## config.mk

```make
export PLATFORM = sky130hd
export DESIGN_NAME = alu_issue
export DESIGN_NICKNAME = d
export VERILOG_FILES = /design/src/rtl/alu_issue.sv
export SDC_FILE = /design/constraint.sdc
export NUM_CORES = 1
export LEC_CHECK = 0
export BUFFER_PORTS_ARGS = -buffer_cell sky130_fd_sc_hd__buf_2
export CORE_AREA = 5 5 157 159
export DETAILED_ROUTE_END_ITERATION = 12
export DIE_AREA = 0 0 162 164
export PLACE_DENSITY_LB_ADDON = 0.15
export SYNTH_ARGS = -nofsm -noshare
export SYNTH_HDL_FRONTEND = slang
export SYNTH_SLANG_ARGS = --single-unit
```

## constraint.sdc

```tcl
create_clock -name clk_i -period 2.05 [get_ports clk_i]
set_input_delay 0.1025 -clock clk_i [delete_from_list [all_inputs] [get_ports clk_i]]
set_output_delay 0.1025 -clock clk_i [all_outputs]
set_load 0.02 [all_outputs]
```

## src/rtl/alu_issue.sv

```systemverilog
// alu_issue: decodes opcode/funct into the ALU operation code, selects the
// second operand, and holds decoded entries in a two-deep head/skid buffer
// in front of the EX-stage ALU. Backpressure toward ID comes only from
// registered occupancy.
module alu_issue (
  input  logic        clk_i,
  input  logic        rst_i,
  input  logic        flush_i,
  input  logic        valid_i,
  output logic        ready_o,
  input  logic [5:0]  op_i,
  input  logic [5:0]  funct_i,
  input  logic [31:0] rs_data_i,
  input  logic [31:0] rt_data_i,
  input  logic [15:0] imm_i,
  output logic        valid_o,
  input  logic        ready_i,
  output logic [31:0] data1_o,
  output logic [31:0] data2_o,
  output logic [2:0]  ALUCtrl_o,
  output logic        illegal_o,
  output logic [15:0] issue_cnt_o
);

  localparam logic [2:0] CTRL_NONE = 3'd0;
  localparam logic [2:0] CTRL_ADD  = 3'd1;
  localparam logic [2:0] CTRL_SUB  = 3'd2;
  localparam logic [2:0] CTRL_AND  = 3'd3;
  localparam logic [2:0] CTRL_OR   = 3'd4;
  localparam logic [2:0] CTRL_MUL  = 3'd5;

  // occupancy: 0 = empty, 1 = head only, 2 = head + skid
  logic [1:0]  count;

  logic [31:0] skid_data1;
  logic [31:0] skid_data2;
  logic [2:0]  skid_ctrl;
  logic        skid_illegal;

  logic [31:0] dec_data2;
  logic [2:0]  dec_ctrl;
  logic        dec_illegal;

  logic        push;
  logic        pop;

  assign ready_o = (count != 2'd2);
  assign valid_o = (count != 2'd0);
  assign push    = valid_i & ready_o;
  assign pop     = valid_o & ready_i;

  // Decode the incoming instruction into operation code and second operand.
  always_comb begin
    dec_ctrl    = CTRL_NONE;
    dec_data2   = rt_data_i;
    dec_illegal = 1'b0;
    case (op_i)
      6'b000000: begin
        case (funct_i)
          6'b100000: dec_ctrl = CTRL_ADD;
          6'b100010: dec_ctrl = CTRL_SUB;
          6'b100100: dec_ctrl = CTRL_AND;
          6'b100101: dec_ctrl = CTRL_OR;
          6'b011000: dec_ctrl = CTRL_MUL;
          default:   dec_illegal = 1'b1;
        endcase
      end
      6'b001000, 6'b100011, 6'b101011: begin
        dec_ctrl  = CTRL_ADD;
        dec_data2 = {{16{imm_i[15]}}, imm_i};
      end
      6'b000100: dec_ctrl = CTRL_SUB;
      default:   dec_illegal = 1'b1;
    endcase
  end

  // Occupancy tracking; flush wins over any push in the same cycle.
  always_ff @(posedge clk_i or negedge rst_i) begin
    if (!rst_i) begin
      count <= 2'd0;
    end else if (flush_i) begin
      count <= 2'd0;
    end else begin
      case ({push, pop})
        2'b10:   count <= count + 2'd1;
        2'b01:   count <= count - 2'd1;
        default: count <= count;
      endcase
    end
  end

  // Head register: loads a new entry when it becomes the oldest one,
  // or takes the skid entry when the head leaves with two buffered.
  always_ff @(posedge clk_i or negedge rst_i) begin
    if (!rst_i) begin
      data1_o   <= 32'd0;
      data2_o   <= 32'd0;
      ALUCtrl_o <= CTRL_NONE;
      illegal_o <= 1'b0;
    end else if (!flush_i) begin
      if (push && (count == 2'd0 || pop)) begin
        data1_o   <= rs_data_i;
        data2_o   <= dec_data2;
        ALUCtrl_o <= dec_ctrl;
        illegal_o <= dec_illegal;
      end else if (pop && count == 2'd2) begin
        data1_o   <= skid_data1;
        data2_o   <= skid_data2;
        ALUCtrl_o <= skid_ctrl;
        illegal_o <= skid_illegal;
      end
    end
  end

  // Skid register: captures a push that arrives behind a stalled head.
  always_ff @(posedge clk_i or negedge rst_i) begin
    if (!rst_i) begin
      skid_data1   <= 32'd0;
      skid_data2   <= 32'd0;
      skid_ctrl    <= CTRL_NONE;
      skid_illegal <= 1'b0;
    end else if (!flush_i && push && !pop && count == 2'd1) begin
      skid_data1   <= rs_data_i;
      skid_data2   <= dec_data2;
      skid_ctrl    <= dec_ctrl;
      skid_illegal <= dec_illegal;
    end
  end

  // Issue counter; a pop during a flush still reached EX, so it counts.
  always_ff @(posedge clk_i or negedge rst_i) begin
    if (!rst_i) begin
      issue_cnt_o <= 16'd0;
    end else if (pop) begin
      issue_cnt_o <= issue_cnt_o + 16'd1;
    end
  end

endmodule

```

==> metrics.txt <==
Worst Hold Class in2reg; Num CTS Buffers 17; Final GP Congestion 0.741; skew final 12.6 ps; Synth top cells by count dfrtp_1, nand2_1, a21oi_1; Initial Util 0.293; post-synth top area share 0.569; Post-DRT Antenna Nets 0; vias in the first global route 5701; CP Capture Type flip-flop; Die Span X 162 um; crit start category flip-flop; grt ovf 0; drt drc 0; syn avg cell area 10.2 um^2; mux contribution to synthesized area 0.0753; Core ar. 23100 um^2; syn nets 768; drt first pass iters 4; DR vias/cell 4.60; area leader, netlist dfrtp_1; CP Max Fanout 35; Crit Path Category reg2reg; WP data required 2390 ps; post-place setup slack -8.67 ps; Synth warnings 0; Layout fillers 2260; compound-cell area share of the yosys netlist 0.137; Pwr Density 1400 nW/um^2; Least-Margin Pin Slew 551 ps; largest cells by area after synthesis dfrtp_1, nand2_1, a21oi_1; Slew Limit Fails 0; initial DRC count 262; die height 164 um; Finished Core Util 0.414; xor and xnor area share after synthesis 0.0233; Clock Tree Buf Depth 2; CTS tree yes; Fin Hold WS 10.2 ps; post-synthesis adder-cell area fraction 0.00738; Peak supply drop 0.483 mV; main combinational cell family by area after synthesis simple AND/OR/NAND/NOR gates; final hold vios 0; Mapped Area 6780 um^2; Mapped Cells 667; CTS H-Tree Depth 4; Top FF cell, synth dfrtp_1; outcome completed; Tot GR Track Use 0.147; Root Buffer clkbuf_16; worst setup margin 147 ps; Reg clk slew, reported paths 60 ps; routed vias 5657; Max Clk Rate 525 MHz; Post-DP HPWL 12400 um; total power 13.4 mW; sequential share of the synthesized area 0.569; Avg WL per Cell 15.7 um; Layout Nets 1029; site row count 56; slew margin rel. 0.633; RSZ-0062 raised after global routing no; num ports 183; Detailed Route WL 19300 um; Tmin final 1900 ps; number of enable flip-flop cells after synthesis 0; Max Cap Viol 0; largest net degree at the start of global routing 61; Seq cells post-synth 154; PortBufs 182; first-pass GRT wire length 31000 um; TritonCTS Sinks 154; number of antenna repair diodes 0; count leader, synth dfrtp_1; fraction of layout instances using a drive strength above 1 0.285; antenna violations before repair 0; Post-synth ARST share 1.00; Worst EP arrival 2240 ps; Synth Area in Simple Gates 0.151; Die Area 26600 um^2; Netlist cell types 41; Clock Latency Late Sink 420 ps; number of setup violations in the final report 0; Syn-to-layout area delta 41.2%; leakage 4.69 nW; Final Cycle Share 0.928
==> sequential cells by signal, indices dropped and copies added, names as in the netlist <==
signal / cells
data1_o: 32
data2_o: 32
skid_data1: 32
skid_data2: 32
issue_cnt_o: 16
ALUCtrl_o: 3
skid_ctrl: 3
count: 2
illegal_o: 1
skid_illegal: 1
==> layout by cell type (no fill, tap or decap), drive strengths merged, types with 2 or more instances in the layout <==
cell,count
nor3,3
inv,8
dfrtp,154
bufinv,2
xor2,4
a21oi,59
a31oi,33
xnor2,14
nand4,5
nand3,4
or3b,2
o21ai,75
mux2,32
nor2,46
and3,36
nor2b,3
ha,4
clkinv,6
buf,209
dlygate4sd3,76
nand2,114
clkbuf,23
mux2i,15
==> critical path, stage by stage, from the launching register on <==
cell     delay (ps)
dfrtp_1         390
inv_2           110
ha_2            230
nor2_1           90
nor3b_4         310
buf_12          190
nand2_1         100
buf_12          200
o21ai_0         170
==> path summary, 6_finish.rpt <==
| path | start | to | slack (ps) | depth (start not counted) |
|---|---|---|---|---|
| hold / removal | imm_i[0] | skid_data2[0] | 10 | 3 |
| min in group asynchronous | rst_i | issue_cnt_o[6] | 220 | 2 |
| hold reg to reg | issue_cnt_o[15] | issue_cnt_o[15] | 470 | 1 |
| setup reg to reg | count[0] | data2_o[1] | 150 | 8 |
| max in group asynchronous | rst_i | skid_data1[0] | 1190 | 3 |
| setup / recovery | count[0] | data2_o[1] | 150 | 8 |
==> power by group <==
part | internal [mW] | total, mW | switching (mW)
combinational | 2.09 | 5.15 | 3.06
clock | 1.86 | 3.14 | 1.28
sequential | 4.40 | 5.13 | 0.727
total | 8.35 | 13.4 | 5.07
==> layer usage <==
metal,vias to the layer above,global-route usage,wire (um)
met1,2668,0.203,9310
met3,12,0.0417,1040
met5,-,0,0
li1,2838,-,-
met4,0,0.0346,170
met2,139,0.229,8770
==> what timing repair did <==
action,in CTS,in global routing
pin swaps,0,1
hold buffers,76,0
endpoints found under the hold margin,166,0
endpoints found under the setup margin,6,71
cloned,1,1
setup buffers,1,2
gates resized for setup,1,7
==> cells by family after synthesis <==
group                    after synthesis
AND/OR/NAND/NOR                      221
AO/OA/AOI/OAI                        172
flip-flops                           154
buffers and inverters                 51
multiplexers                          47
XOR/XNOR                              18
adder cells (fa/ha/maj)                4
==> final cells by class <==
| class | count | area (um^2) | share of cell area |
|---|---|---|---|
| Sequential cell | 154 | 3850 | 0.403 |
| Timing Repair Buffer | 286 | 2030 | 0.212 |
| Inverter | 7 | 26.3 | 0.00275 |
| Clock buffer | 22 | 464 | 0.0485 |
| Clock inverter | 10 | 118 | 0.0123 |
| Tap cell | 290 | 363 | 0.0379 |
| Multi-Input combinational cell | 462 | 2720 | 0.284 |
==> through the flow <==
| stage | instance area [um^2] | setup TNS [ps] | std cells |
|---|---|---|---|
| 6_report | 9570 | 0 | 1231 |
| 5_1_grt | 9570 | 0 | 1231 |
| 4_1_cts | 9540 | 0 | 1229 |
| 3_5_place_dp | 8150 | -8.67 | 1119 |
| 3_3_place_gp | 8150 | 0 | 1119 |
| 2_1_floorplan | 6780 | 0 | 667 |
No activity file was read; power rests on OpenSTA's default activity.
